**src/rtl/multicycle_controller.sv**
```systemverilog
// Main control FSM for the multicycle RV32I datapath. It walks each instruction
// through fetch, decode and execute states, drives the datapath mux and ALU codes,
// and counts retired instructions.
module multicycle_controller (
   input  logic        clk,
   input  logic        reset,
   input  logic [31:0] instr,
   input  logic        Zero,
   output logic        PCWrite,
   output logic        AdrSrc,
   output logic        IRWrite,
   output logic        RegWrite,
   output logic        ImmIn,
   output logic        RegSrc,
   output logic        MemWrite,
   output logic [1:0]  ResultSrc,
   output logic [1:0]  ALUSrcA,
   output logic [1:0]  ALUSrcB,
   output logic [1:0]  MemSize,
   output logic [3:0]  ALUControl,
   output logic [3:0]  ImmSrc,
   output logic [3:0]  State,
   output logic        Illegal,
   output logic [31:0] InstrRetired
);

   localparam logic [3:0] FETCH    = 4'd0;
   localparam logic [3:0] DECODE   = 4'd1;
   localparam logic [3:0] MEMADR   = 4'd2;
   localparam logic [3:0] MEMREAD  = 4'd3;
   localparam logic [3:0] MEMWB    = 4'd4;
   localparam logic [3:0] MEMWRITE = 4'd5;
   localparam logic [3:0] EXECR    = 4'd6;
   localparam logic [3:0] EXECI    = 4'd7;
   localparam logic [3:0] ALUWB    = 4'd8;
   localparam logic [3:0] BRANCH   = 4'd9;
   localparam logic [3:0] JAL      = 4'd10;
   localparam logic [3:0] JALR     = 4'd11;
   localparam logic [3:0] LUI      = 4'd12;
   localparam logic [3:0] AUIPC    = 4'd13;

   localparam logic [6:0] OP_LOAD   = 7'b0000011;
   localparam logic [6:0] OP_STORE  = 7'b0100011;
   localparam logic [6:0] OP_R      = 7'b0110011;
   localparam logic [6:0] OP_I      = 7'b0010011;
   localparam logic [6:0] OP_BRANCH = 7'b1100011;
   localparam logic [6:0] OP_JAL    = 7'b1101111;
   localparam logic [6:0] OP_JALR   = 7'b1100111;
   localparam logic [6:0] OP_LUI    = 7'b0110111;
   localparam logic [6:0] OP_AUIPC  = 7'b0010111;

   localparam logic [3:0] ALU_ADD  = 4'b0000;
   localparam logic [3:0] ALU_SUB  = 4'b0001;
   localparam logic [3:0] ALU_AND  = 4'b0010;
   localparam logic [3:0] ALU_OR   = 4'b0011;
   localparam logic [3:0] ALU_XOR  = 4'b0100;
   localparam logic [3:0] ALU_SLT  = 4'b0101;
   localparam logic [3:0] ALU_SLTU = 4'b0110;
   localparam logic [3:0] ALU_SLL  = 4'b0111;
   localparam logic [3:0] ALU_SRL  = 4'b1000;
   localparam logic [3:0] ALU_SRA  = 4'b1001;

   localparam logic [3:0] IMM_I   = 4'b0000;
   localparam logic [3:0] IMM_S   = 4'b0001;
   localparam logic [3:0] IMM_B   = 4'b0010;
   localparam logic [3:0] IMM_U   = 4'b0011;
   localparam logic [3:0] IMM_J   = 4'b0100;
   localparam logic [3:0] IMM_LB  = 4'b0101;
   localparam logic [3:0] IMM_LH  = 4'b0110;
   localparam logic [3:0] IMM_LW  = 4'b0111;
   localparam logic [3:0] IMM_LBU = 4'b1000;
   localparam logic [3:0] IMM_LHU = 4'b1001;

   logic [6:0]  opcode;
   logic [2:0]  funct3;
   logic        alt;
   logic        opcode_legal;
   logic        retire;
   logic [3:0]  next_state;
   logic        unused_instr_bits;

   assign opcode            = instr[6:0];
   assign funct3            = instr[14:12];
   assign alt               = instr[30];
   assign unused_instr_bits = ^{instr[31], instr[29:15], instr[11:7]};

   // Shared R/I-type ALU decode; use_alt selects SUB/SRA from instr[30].
   function automatic logic [3:0] alu_decode(input logic [2:0] f3, input logic use_alt);
      logic [3:0] op;
      op = ALU_ADD;
      case (f3)
         3'b000:  op = use_alt ? ALU_SUB : ALU_ADD;
         3'b001:  op = ALU_SLL;
         3'b010:  op = ALU_SLT;
         3'b011:  op = ALU_SLTU;
         3'b100:  op = ALU_XOR;
         3'b101:  op = use_alt ? ALU_SRA : ALU_SRL;
         3'b110:  op = ALU_OR;
         default: op = ALU_AND;
      endcase
      return op;
   endfunction

   always_comb begin
      opcode_legal = 1'b0;
      case (opcode)
         OP_LOAD, OP_STORE, OP_R, OP_I, OP_BRANCH,
         OP_JAL, OP_JALR, OP_LUI, OP_AUIPC: opcode_legal = 1'b1;
         default:                           opcode_legal = 1'b0;
      endcase
   end

   always_comb begin
      next_state = FETCH;
      case (State)
         FETCH:   next_state = DECODE;
         DECODE: begin
            case (opcode)
               OP_LOAD, OP_STORE: next_state = MEMADR;
               OP_R:              next_state = EXECR;
               OP_I:              next_state = EXECI;
               OP_BRANCH:         next_state = BRANCH;
               OP_JAL:            next_state = JAL;
               OP_JALR:           next_state = JALR;
               OP_LUI:            next_state = LUI;
               OP_AUIPC:          next_state = AUIPC;
               default:           next_state = FETCH;
            endcase
         end
         MEMADR:  next_state = (opcode == OP_STORE) ? MEMWRITE : MEMREAD;
         MEMREAD: next_state = MEMWB;
         EXECR:   next_state = ALUWB;
         EXECI:   next_state = ALUWB;
         default: next_state = FETCH;
      endcase
   end

   // Every final state of an instruction retires it on the way back to FETCH.
   always_comb begin
      retire = 1'b0;
      case (State)
         MEMWB, MEMWRITE, ALUWB, BRANCH, JAL, JALR, LUI, AUIPC: retire = 1'b1;
         default:                                               retire = 1'b0;
      endcase
   end

   always_ff @(posedge clk or posedge reset) begin
      if (reset) begin
         State        <= FETCH;
         InstrRetired <= 32'd0;
      end else begin
         State <= next_state;
         if (retire) begin
            InstrRetired <= InstrRetired + 32'd1;
         end
      end
   end

   always_comb begin
      PCWrite    = 1'b0;
      AdrSrc     = 1'b0;
      IRWrite    = 1'b0;
      RegWrite   = 1'b0;
      ImmIn      = 1'b0;
      RegSrc     = 1'b0;
      MemWrite   = 1'b0;
      ResultSrc  = 2'b00;
      ALUSrcA    = 2'b00;
      ALUSrcB    = 2'b00;
      MemSize    = 2'b00;
      ALUControl = ALU_ADD;
      ImmSrc     = IMM_I;
      Illegal    = 1'b0;
      case (State)
         FETCH: begin
            IRWrite   = 1'b1;
            ALUSrcB   = 2'b10;
            ResultSrc = 2'b10;
            PCWrite   = 1'b1;
         end
         DECODE: begin
            ALUSrcA = 2'b01;
            ALUSrcB = 2'b01;
            ImmSrc  = IMM_B;
            Illegal = ~opcode_legal;
         end
         MEMADR: begin
            ALUSrcA = 2'b10;
            ALUSrcB = 2'b01;
            ImmSrc  = (opcode == OP_STORE) ? IMM_S : IMM_I;
         end
         MEMREAD: begin
            AdrSrc  = 1'b1;
            MemSize = funct3[1:0];
         end
         MEMWB: begin
            ImmIn     = 1'b1;
            ResultSrc = 2'b01;
            RegWrite  = 1'b1;
            case (funct3)
               3'b000:  ImmSrc = IMM_LB;
               3'b001:  ImmSrc = IMM_LH;
               3'b100:  ImmSrc = IMM_LBU;
               3'b101:  ImmSrc = IMM_LHU;
               default: ImmSrc = IMM_LW;
            endcase
         end
         MEMWRITE: begin
            AdrSrc   = 1'b1;
            MemWrite = 1'b1;
            MemSize  = funct3[1:0];
         end
         EXECR: begin
            ALUSrcA    = 2'b10;
            ALUControl = alu_decode(funct3, alt);
         end
         EXECI: begin
            ALUSrcA    = 2'b10;
            ALUSrcB    = 2'b01;
            ALUControl = alu_decode(funct3, alt && (funct3 != 3'b000));
         end
         ALUWB: begin
            RegWrite = 1'b1;
         end
         // SLT/SLTU leave 1 in the ALU when "less than", so Zero means not-less.
         BRANCH: begin
            ALUSrcA = 2'b10;
            case (funct3)
               3'b000:  begin ALUControl = ALU_SUB;  PCWrite = Zero;  end
               3'b001:  begin ALUControl = ALU_SUB;  PCWrite = ~Zero; end
               3'b100:  begin ALUControl = ALU_SLT;  PCWrite = ~Zero; end
               3'b101:  begin ALUControl = ALU_SLT;  PCWrite = Zero;  end
               3'b110:  begin ALUControl = ALU_SLTU; PCWrite = ~Zero; end
               3'b111:  begin ALUControl = ALU_SLTU; PCWrite = Zero;  end
               default: begin ALUControl = ALU_ADD;  PCWrite = 1'b0;  end
            endcase
         end
         JAL, JALR: begin
            ALUSrcA   = (State == JAL) ? 2'b01 : 2'b10;
            ALUSrcB   = 2'b01;
            ImmSrc    = (State == JAL) ? IMM_J : IMM_I;
            ResultSrc = 2'b10;
            PCWrite   = 1'b1;
            RegWrite  = 1'b1;
            RegSrc    = 1'b1;
         end
         LUI: begin
            ALUSrcB   = 2'b01;
            ImmSrc    = IMM_U;
            ResultSrc = 2'b11;
            RegWrite  = 1'b1;
         end
         AUIPC: begin
            ALUSrcA   = 2'b01;
            ALUSrcB   = 2'b01;
            ImmSrc    = IMM_U;
            ResultSrc = 2'b10;
            RegWrite  = 1'b1;
         end
         default: begin
            PCWrite = 1'b0;
         end
      endcase
   end

endmodule

```
**config.mk**
```make
export PLATFORM = sky130hd
export DESIGN_NAME = multicycle_controller
export DESIGN_NICKNAME = d
export VERILOG_FILES = /design/src/rtl/multicycle_controller.sv
export SDC_FILE = /design/constraint.sdc
export NUM_CORES = 1
export LEC_CHECK = 0
export CORE_MARGIN = 2
export CORE_UTILIZATION = 38
export CTS_CLUSTER_DIAMETER = 150
export DETAILED_ROUTE_END_ITERATION = 12
export PLACE_DENSITY = 0.76
export SLEW_MARGIN = 20
export SYNTH_ARGS = -nofsm -noshare
export SYNTH_HDL_FRONTEND = slang
export SYNTH_SLANG_ARGS = --single-unit
export TNS_END_PERCENT = 50
```
**constraint.sdc**
```tcl
create_clock -name clk -period 1.65 [get_ports clk]
set_input_delay 0.2475 -clock clk [delete_from_list [all_inputs] [get_ports clk]]
set_output_delay 0.2475 -clock clk [all_outputs]
set_load 0.03 [all_outputs]
```
==> results_dict.tcl <==
set metrics [dict create \
    status "finished, violations left" \
    violations "negative setup slack" \
    regArea_um2 907 \
    drc_errors 0 \
    clk_latency_ps 300 \
    slew_headroom_pct 77.7 \
    ant_nets 0 \
    syn_inst 233 \
    synth_seq_area_share_pct 41.5 \
    cts_buffers 5 \
    crit_slowest_cell "dfrtp_2" \
    antenna_found_initial 0 \
    syn2layout_area_growth_pct 95.1 \
    postLayoutCoreUtil_pct 76.9 \
    ios 95 \
    slowest_delay_ps 390 \
    start_kind "flip-flop" \
    ys_seq_elements 36 \
    clk_pin_slew_ps 70 \
    finalSetupTns_ps -6080 \
    cellPowerDensity_mw_per_mm2 943 \
    first_pass_iters 4 \
    via_per_inst 5.39 \
    multi_input_area_mm2 0.00157 \
    fin_area_mm2 0.00424 \
    drt_iter0_drc 96 \
    grt_pass1_wl_um 12100 \
    hpwl_um 4770 \
    cts-root-buf "clkbuf_8" \
    skew_ps 2.80 \
    crit_arrival_ps 1710 \
    grt_max_degree 37 \
    place_ws_ps -608 \
    path_buf_inv 2 \
    vias 2503 \
    core_region_area_mm2 0.00551 \
    syn-num-nets 269 \
    slew_violations 0 \
    gp_congestion 0.856 \
    worst_pin_slew_ps 335 \
    yosys.cell_types.count 41 \
    critical_path_class "reg -> out" \
    irDropWorstVdd_v 0.000594 \
    drive_gt1_share_pct 50.8 \
    dieHeight_um 79.6 \
    syn_area_mm2 0.00217 \
    portBuffers 73 \
    synth_area_per_cell_um2 9.32 \
    ctsHtreeMaxLevel 2 \
    synthArstFlopShare_pct 100 \
    period_share_pct 118 \
    die_w_um 79.6 \
    antenna_cells 0 \
    finalWirelength_um 8420 \
    setup_ws_ps -304 \
    max_freq_ghz 0.512 \
    rows 27 \
    min_path_type "in -> async" \
    grt-ovfl-total 0 \
    grt_util_all_layers_pct 24.5 \
    critPathMaxFanout 2 \
    min_period_ps 1950 \
    path_cells "buf_4 -> nor2_1 -> a221oi_2 -> a21oi_1 -> a22o_1 -> buf_6" \
    rsz0062_at_grt "true" \
    required_ps 1400 \
    synth_edf_count 0 \
    grt_pass1_vias 2483 \
    cap_viol_max_count 0 \
    fillers 324 \
    layout.nets 427 \
    p_leak_uw 0.00213 \
    synth_warnings 0 \
    ys.flop_type "dfrtp_1" \
    cts_tree "done" \
    crit_family "compound AO/OA/AOI/OAI gates" \
    placedInstanceArea_mm2 0.00352 \
    hold_viol 0 \
    start_util_pct 39.4 \
    die_area_mm2 0.00633 \
    end_kind "primary output" \
    clk_path_buf_depth 2 \
    clkSinkCount 36 \
    finalSetupViolations 37 \
    wl_per_cell_um 18.1 \
]
## placed cells by master, fill, tap and decap left out, drive strengths merged, types with 6 or more instances in the layout
master,synthesis,routed
o21ai,10,10
and2,6,6
xnor2,24,24
nand2b,9,9
nand2,16,16
xor2,9,9
buf,4,116
nand4,18,18
dlymetal6s2s,0,9
dfrtp,36,36
nor4,6,6
a21oi,14,14
dlygate4sd2,0,34
nor2,12,12
and4,6,6
nand3,11,11
## power breakdown
part	total (uW)	switching [uW]	internal [uW]
sequential	1010	66.3	946
combinational	2350	1250	1100
clock	627	333	294
## sequential cells by signal (all words and copies together), names as in the netlist
signal / flops
InstrRetired: 32
State: 4
## cell type report
| class | instances | share of cell area, % |
|---|---|---|
| flip-flops and latches | 36 | 21.4 |
| clock buffers | 5 | 1.62 |
| clock inverters | 3 | 0.443 |
| well taps | 72 | 2.13 |
| multi-input cells | 179 | 37.1 |
| inverters | 5 | 0.443 |
| repair buffers | 164 | 36.8 |
## synth_stat cells (2+ instances only)
library cell  count  area share (%)
a211oi_1          2            0.69
a21o_1            4             1.4
a21oi_1          14             3.2
and2_1            6             1.7
and3_1            3            0.86
and4_1            6             2.4
buf_2             2            0.46
buf_4             2            0.69
clkbuf_1          9             1.6
dfrtp_1          36              41
inv_1             5            0.86
mux2_2            2             1.0
nand2_1          16             2.8
nand2b_1          9             2.6
nand3_1          11             2.5
nand4_1          18             5.2
nor2_1           12             2.1
nor2b_1           3            0.86
nor3_1            5             1.2
nor4_1            3            0.86
nor4_2            3             1.7
o211ai_1          2            0.69
o21ai_0          10             2.3
or2_2             2            0.58
xnor2_1          24             9.7
xor2_1            9             3.6
## metrics by stage
stage               hold slack [ps]  instances  power (uW)
floorplan                       382        233        2070
global placement                458        427        2680
detailed placement              468        427        2710
CTS                             332        456        3650
global route                    338        464        4140
finish                          315        464        3990
## logic make-up (layout without fill, tap and decap cells)
logic type / count (synthesis) / in the layout / synth area share, %
AOI/OAI and AO/OA: 42 / 42 / 13.0
xor gates and xnor gates: 33 / 33 / 13.3
adders and majority gates: 1 / 1 / 0.576
buffers and inverters: 18 / 177 / 3.57
DFF: 36 / 36 / 41.5
muxes: 2 / 2 / 1.04
and+or+nand+nor: 101 / 101 / 27.0
## worst register-to-register path, delay by kind of cell (launching register included)
kind | cells | cell delay [ps]
AO/OA/AOI/OAI | 1 | 400
buffers and inverters | 3 | 450
XOR/XNOR | 1 | 160
AND/OR/NAND/NOR | 2 | 300
flip-flops | 1 | 430
## layer usage
| layer | part of all wire [%] | global-route usage [%] | up-vias |
|---|---|---|---|
| li1 | - | - | 1153 |
| met1 | 39 | 27.9 | 1238 |
| met2 | 53 | 43.3 | 87 |
| met3 | 3.9 | 4.30 | 25 |
| met4 | 4.3 | 12.9 | 0 |
| met5 | 0 | 0 | - |
## timing repair
action / in CTS / in global routing
pin swaps: 18 / 11
buffers inserted: 24 / 8
setup endpoints to repair: 62 / 51
hold buffers: 0 / 0
gates resized for setup: 118 / 41
## worst paths after layout
kind / startpoint / endpoint / cells after the start / slack [ps]
worst max register to register: State[2]$_DFF_PP0_ / InstrRetired[18]$_DFFE_PP0P_ / 7 / -220
worst min-delay path: reset / InstrRetired[7]$_DFFE_PP0P_ / 3 / 320
max in group asynchronous: reset / State[1]$_DFF_PP0_ / 3 / 1130
min in group clk: InstrRetired[31]$_DFFE_PP0P_ / InstrRetired[31]$_DFFE_PP0P_ / 1 / 480
worst max-delay path: State[0]$_DFF_PP0_ / ALUControl[0] / 6 / -300
worst min register to register: InstrRetired[31]$_DFFE_PP0P_ / InstrRetired[31]$_DFFE_PP0P_ / 1 / 480
(Power assumes the default switching activity.)
==> edit 1: new RTL, config.mk and constraints unchanged <==
Register the inputs `instr` and `Zero` before use, cleared by the reset. The logic sees them one clock later.
--- a/src/rtl/multicycle_controller.sv
+++ b/src/rtl/multicycle_controller.sv
@@ -73,2 +73,15 @@
 
+   logic [31:0] instr_q;
+   logic Zero_q;
+
+   always_ff @(posedge clk or posedge reset) begin
+      if (reset) begin
+         instr_q <= '0;
+         Zero_q  <= '0;
+      end else begin
+         instr_q <= instr;
+         Zero_q  <= Zero;
+      end
+   end
+
    logic [6:0]  opcode;
@@ -81,6 +94,6 @@
 
-   assign opcode            = instr[6:0];
-   assign funct3            = instr[14:12];
-   assign alt               = instr[30];
-   assign unused_instr_bits = ^{instr[31], instr[29:15], instr[11:7]};
+   assign opcode            = instr_q[6:0];
+   assign funct3            = instr_q[14:12];
+   assign alt               = instr_q[30];
+   assign unused_instr_bits = ^{instr_q[31], instr_q[29:15], instr_q[11:7]};
 
@@ -228,8 +241,8 @@
             case (funct3)
-               3'b000:  begin ALUControl = ALU_SUB;  PCWrite = Zero;  end
-               3'b001:  begin ALUControl = ALU_SUB;  PCWrite = ~Zero; end
-               3'b100:  begin ALUControl = ALU_SLT;  PCWrite = ~Zero; end
-               3'b101:  begin ALUControl = ALU_SLT;  PCWrite = Zero;  end
-               3'b110:  begin ALUControl = ALU_SLTU; PCWrite = ~Zero; end
-               3'b111:  begin ALUControl = ALU_SLTU; PCWrite = Zero;  end
+               3'b000:  begin ALUControl = ALU_SUB;  PCWrite = Zero_q;  end
+               3'b001:  begin ALUControl = ALU_SUB;  PCWrite = ~Zero_q; end
+               3'b100:  begin ALUControl = ALU_SLT;  PCWrite = ~Zero_q; end
+               3'b101:  begin ALUControl = ALU_SLT;  PCWrite = Zero_q;  end
+               3'b110:  begin ALUControl = ALU_SLTU; PCWrite = ~Zero_q; end
+               3'b111:  begin ALUControl = ALU_SLTU; PCWrite = Zero_q;  end
                default: begin ALUControl = ALU_ADD;  PCWrite = 1'b0;  end
Formal check against the unedited RTL: not equivalent (Yosys sat finds a counterexample within 4 cycles, from zero or initial values and one cycle with reset high).
==> edit 1 against the original RTL <==
  * The flow still finishes with violations (negative setup slack)
  * Total power rose by 4.3%
  * Sequential cell count up 12
  * First-iteration DRC count grew 15%
  * Core utilization is 2.2 points lower
  * Final area rose by 10%
  * Register-to-register slack lost 0.03 ns
  * Wire length down 6.6%
  * Area after synthesis is 11% higher
  * Count of clock-buffer cells in the layout grew 2
  * Combinational power fell by 8.9%
  * Setup slack got worse by 0.37 ns
  * Non-clock buffer count increased by 2
==> edit 1: results (changes against the original RTL) <==
- The total global routing track utilization is 0.2190 (-0.02571).
- The worst slack at placement is -0.3475 ns (+0.2604 ns).
- The commonest cells after synthesis are 48 x dfrtp_1, 27 x nand2_1, 24 x nor2_1.
- The final worst slack came to -0.6741 ns (-0.3697 ns).
- The largest registers in the layout are InstrRetired x32, instr_q x11, State x4.
- The number of global-route vias before repair is 2655 (+6.9%).
- The number of detailed-routing iterations run before antenna repair is 5 (+1).
- The sequential element share of the synthesized area is 0.4987 (+0.08372).
- The checks that failed: negative setup slack.
- The weighted congestion at the end of routability-driven global placement is 0.8188 (-4.3%).
- The wire length of the first global-routing pass is 12.51 mm (+3.7%).
- The detailed-route vias per instance is 5.222 (-3.2%).
- The worst setup slack for register-to-register paths is -0.25 ns (-0.03 ns).
- The cell count after placement is 457 (+7.0%).
- The kind of cell with the highest combined delay along the critical path is simple AND/OR/NAND/NOR gates.
- The maximum cell stage delay along the critical path is 0.49 ns (+0.10 ns).
- The flow ran to the end, but the final reports show violations.
- The count of final setup violators came to 47 (+27%).
- The pin count of the biggest net entering global routing is 49 (+32%).
- The leakage power figure is 2.321 nW (+9.0%).
- The layout filler cell count came to 419 (+29%).
- The critical path arrival is 2.08 ns (+0.37 ns).
- The synthesized net count came to 290 (+7.8%).
- The slew at the pin closest to its max-slew limit is 0.3290 ns (-0.005971 ns).
- The initial detailed-routing violation count was 110 (+15%).
==> edit 1: changes by cell type after synthesis, sizes merged, moves of 4 or more <==
cell | before | now
xor2 | 9 | 19
inv | 5 | 10
dfrtp | 36 | 48
nor3 | 5 | 11
nand4 | 18 | 3
o21ai | 10 | 17
nand2 | 16 | 27
and2 | 6 | 2
xnor2 | 24 | 14
a21o | 4 | 0
nor2 | 12 | 24
==> edit 1: final cells by class <==
type	instances	area share
flip-flops and latches	48	0.2611
clock inverters	1	0.001074
clock buffers	7	0.01637
inverters	10	0.01154
repair buffers	166	0.3331
well taps	77	0.02067
multi-input cells	187	0.3561
==> edit 1: worst min-delay path, stage by stage <==
cell and delay [ns]:
clkdlybuf4s50_1 0.41, inv_2 0.07, buf_12 0.26
==> edit 1: routing by layer <==
layer / up-vias / global-route usage / wire, µm
met5: - / 0 / 0
met4: 0 / 0.08211 / 189
met3: 21 / 0.05539 / 501
met2: 104 / 0.3855 / 4134
met1: 1264 / 0.2567 / 3040
li1: 1201 / - / -
==> edit 1: report_power, final <==
| group | leakage, nW | switching (W) | internal [W] | total [W] |
|---|---|---|---|---|
| Sequential | 0.616 | 0.0000923 | 0.00125 | 0.00135 |
| Clock | 0.0422 | 0.000377 | 0.000298 | 0.000675 |
| Combinational | 1.66 | 0.00117 | 0.000969 | 0.00214 |
| Total | 2.32 | 0.00164 | 0.00252 | 0.00417 |
==> edit 1: cell families after synthesis <==
| group | count (synthesis) | share of synthesized area |
|---|---|---|
| DFF | 48 | 0.4987 |
| muxes | 1 | 0.004675 |
| buffers and inverters | 19 | 0.03117 |
| xor gates and xnor gates | 33 | 0.1200 |
| AOI/OAI and AO/OA | 42 | 0.1065 |
| adders and majority gates | 1 | 0.005194 |
| and+or+nand+nor | 110 | 0.2338 |
==> edit 1: how the worst min path moves through the flow <==
stage	startpoint	to	slack, ns	cells after the start
after floorplan	Zero	Zero_q	0.28	0
after detailed placement	InstrRetired[31]	InstrRetired[31]	0.46	1
after CTS	reset	InstrRetired[10]	0.31	3
final	reset	InstrRetired[23]	0.31	3
after global routing	reset	InstrRetired[0]	0.34	3
after global placement	InstrRetired[31]	InstrRetired[31]	0.46	1
==> edit 1: stage by stage <==
step | hold WS [ns] | cell area [µm²] | TNS, ns
after floorplan | 0.2789 | 2601 | -4.895
after global placement | 0.4588 | 3787 | -2.093
after detailed placement | 0.4619 | 3787 | -2.818
after CTS | 0.3132 | 4413 | -5.629
after global routing | 0.3446 | 4662 | -11.59
final | 0.3134 | 4662 | -8.115
==> edit 1: timing repair <==
action / 4_1_cts / 5_1_grt
setup buffers: 20 / 10
pin swaps: 43 / 24
resized for setup: 138 / 44
cloned: 1 / 1
endpoints found under the setup margin: 69 / 56
==> edit 2: new RTL, same settings <==
Without the edit above. Register the output `InstrRetired` once more, cleared by the reset; this adds one clock of latency there. The other outputs are not delayed to match.
--- a/src/rtl/multicycle_controller.sv
+++ b/src/rtl/multicycle_controller.sv
@@ -73,2 +73,4 @@
 
+   logic [31:0] InstrRetired_s0;
+
    logic [6:0]  opcode;
@@ -149,3 +151,3 @@
          State        <= FETCH;
-         InstrRetired <= 32'd0;
+         InstrRetired_s0 <= 32'd0;
       end else begin
@@ -153,3 +155,3 @@
          if (retire) begin
-            InstrRetired <= InstrRetired + 32'd1;
+            InstrRetired_s0 <= InstrRetired_s0 + 32'd1;
          end
@@ -265,2 +267,10 @@
 
+   always_ff @(posedge clk or posedge reset) begin
+      if (reset) begin
+         InstrRetired <= '0;
+      end else begin
+         InstrRetired <= InstrRetired_s0;
+      end
+   end
+
 endmodule
Formal check against the unedited RTL: not equivalent (a bounded check fails within 4 cycles, from zero or initial values and one cycle with reset high).
==> edit 2 against the original RTL <==
  * The run still ends with negative setup slack left
  * Area after synthesis increased by 40%
  * Total power rose by 26%
  * Final cell count is 14% higher
  * Final area up 18%
  * Largest power group unchanged
  * Sequential cell count increased by 32
  * Clock power grew 90%
  * Die area increased by 38%
  * Setup slack better by 0.012 ns
  * Wire length is 3.4% lower
==> edit 2: results (changes against the original RTL) <==
- The count of final setup violators is 24 (-35%).
- Broken down by cell family, the worst path's largest delay share belongs to simple AND/OR/NAND/NOR gates.
- The routed wire length on met2 came to 4.275 mm (-4.6%).
- The max-slew headroom at the worst pin is 0.7676 (-0.009126).
- The overall via count from detail_route was 2667 (+6.6%).
- The final worst slack came to -0.2925 ns (+0.01184 ns).
- The insertion delay of the later-clocked pin in the worst-skew pair is 0.34 ns (+0.04 ns).
- The commonest cells after synthesis are 68 x dfrtp_1, 23 x xor2_1, 19 x nor2_1.
- The sum of routed wire segments on met1 came to 3.235 mm (-0.46%).
- The number of cells on the worst reg-to-reg path is 6 (-1).
- The number of standard cells in the layout, taps in and fillers out is 528 (+14%).
- The flow ran to the end, but the final reports show violations.
- The worst clock skew on the final layout is 0.009030 ns (+0.006234 ns).
- The smallest hold slack is 0.3498 ns (+0.03474 ns).
- The maximum cell stage delay along the critical path came to 0.44 ns (+0.05 ns).
- The leakage power figure is 2.537 nW (+19%).
- The synthesized area divided by synthesized cell count was 10.95 µm² (+18%).
- The checks that failed: negative setup slack.
- The cell count after placement is 489 (+15%).
- The met1 track utilization from global routing is 0.2109 (-0.06851).
- The pin count of the biggest net entering global routing came to 69 (+86%).
- The post-CTS repair timing setup buffer count was 12 (-50%).
- The share of cell area taken by muxes after synthesis came to 0.003699 (-0.006676).
- The count of distinct cell types in the synthesized netlist is 50 (+22%).
- The total global routing track utilization is 0.1750 (-0.06968).
- The synthesized net count is 314 (+17%).
- The number of global-route vias before repair is 2607 (+5.0%).
- The fraction of layout instances using a drive strength above 1 came to 0.4272 (-0.08042).
- The cell-internal power came to 0.003273 W (+40%).
- The total CTS buffers is 9 (+4).
- In the final layout, the registers with the most flip-flops are InstrRetired x32, InstrRetired_s0 x32, State x4.
- The layout filler cell count came to 561 (+73%).
- The sequential element share of the synthesized area is 0.5590 (+0.1440).
- The wire length of the first global-routing pass is 12.03 mm (-0.29%).
-- edit 2: worst max path at each step --
stage,startpoint,endpoint,slack [ns],cells past startpoint
finish,State[2],ImmSrc[2],-0.29,5
global route,State[3],ALUControl[1],-0.35,4
CTS,State[3],ImmSrc[2],-0.24,4
detailed placement,instr[1],ImmSrc[0],-0.48,5
global placement,instr[1],ImmSrc[0],-0.46,5
floorplan,State[3],ALUControl[0],-0.23,4
-- edit 2: stage by stage --
step	worst slack, ns	instance area (µm²)
after floorplan	-0.2313	3131
after global placement	-0.4645	4252
after detailed placement	-0.4751	4252
after CTS	-0.2394	4669
after global routing	-0.3516	5006
final	-0.2925	5006
-- edit 2: final cells by class --
class | instances | share of cell area
flip-flops and latches | 68 | 0.3407
multi-input cells | 185 | 0.3144
repair buffers | 146 | 0.2759
clock buffers | 14 | 0.03249
well taps | 102 | 0.02549
inverters | 11 | 0.008998
clock inverters | 2 | 0.002000
-- edit 2: power groups by stage --
| stage | logic, W | clock network, W | registers [W] |
|---|---|---|---|
| 6_report | 0.00200 | 0.00119 | 0.00185 |
| 5_1_grt | 0.00213 | 0.00130 | 0.00186 |
| 4_1_cts | 0.00175 | 0.00122 | 0.00185 |
| 3_5_place_dp | 0.00161 | 0 | 0.00187 |
| 3_3_place_gp | 0.00158 | 0 | 0.00187 |
| 2_1_floorplan | 0.000874 | 0 | 0.00199 |
-- edit 2: cells by family after synthesis --
logic type,count (synthesis)
fa+ha+maj,1
xor+xnor,34
buf+inv,25
flops,68
mux,1
simple gates,110
compound gates,39
-- edit 2: worst reg2reg max path: stages, from the launching register on --
cell and delay, ns:
dfrtp_2 0.46, nor2b_4 0.25, buf_6 0.17, o21ai_4 0.07, buf_8 0.15, nor4_4 0.29
xor2_1 0.20
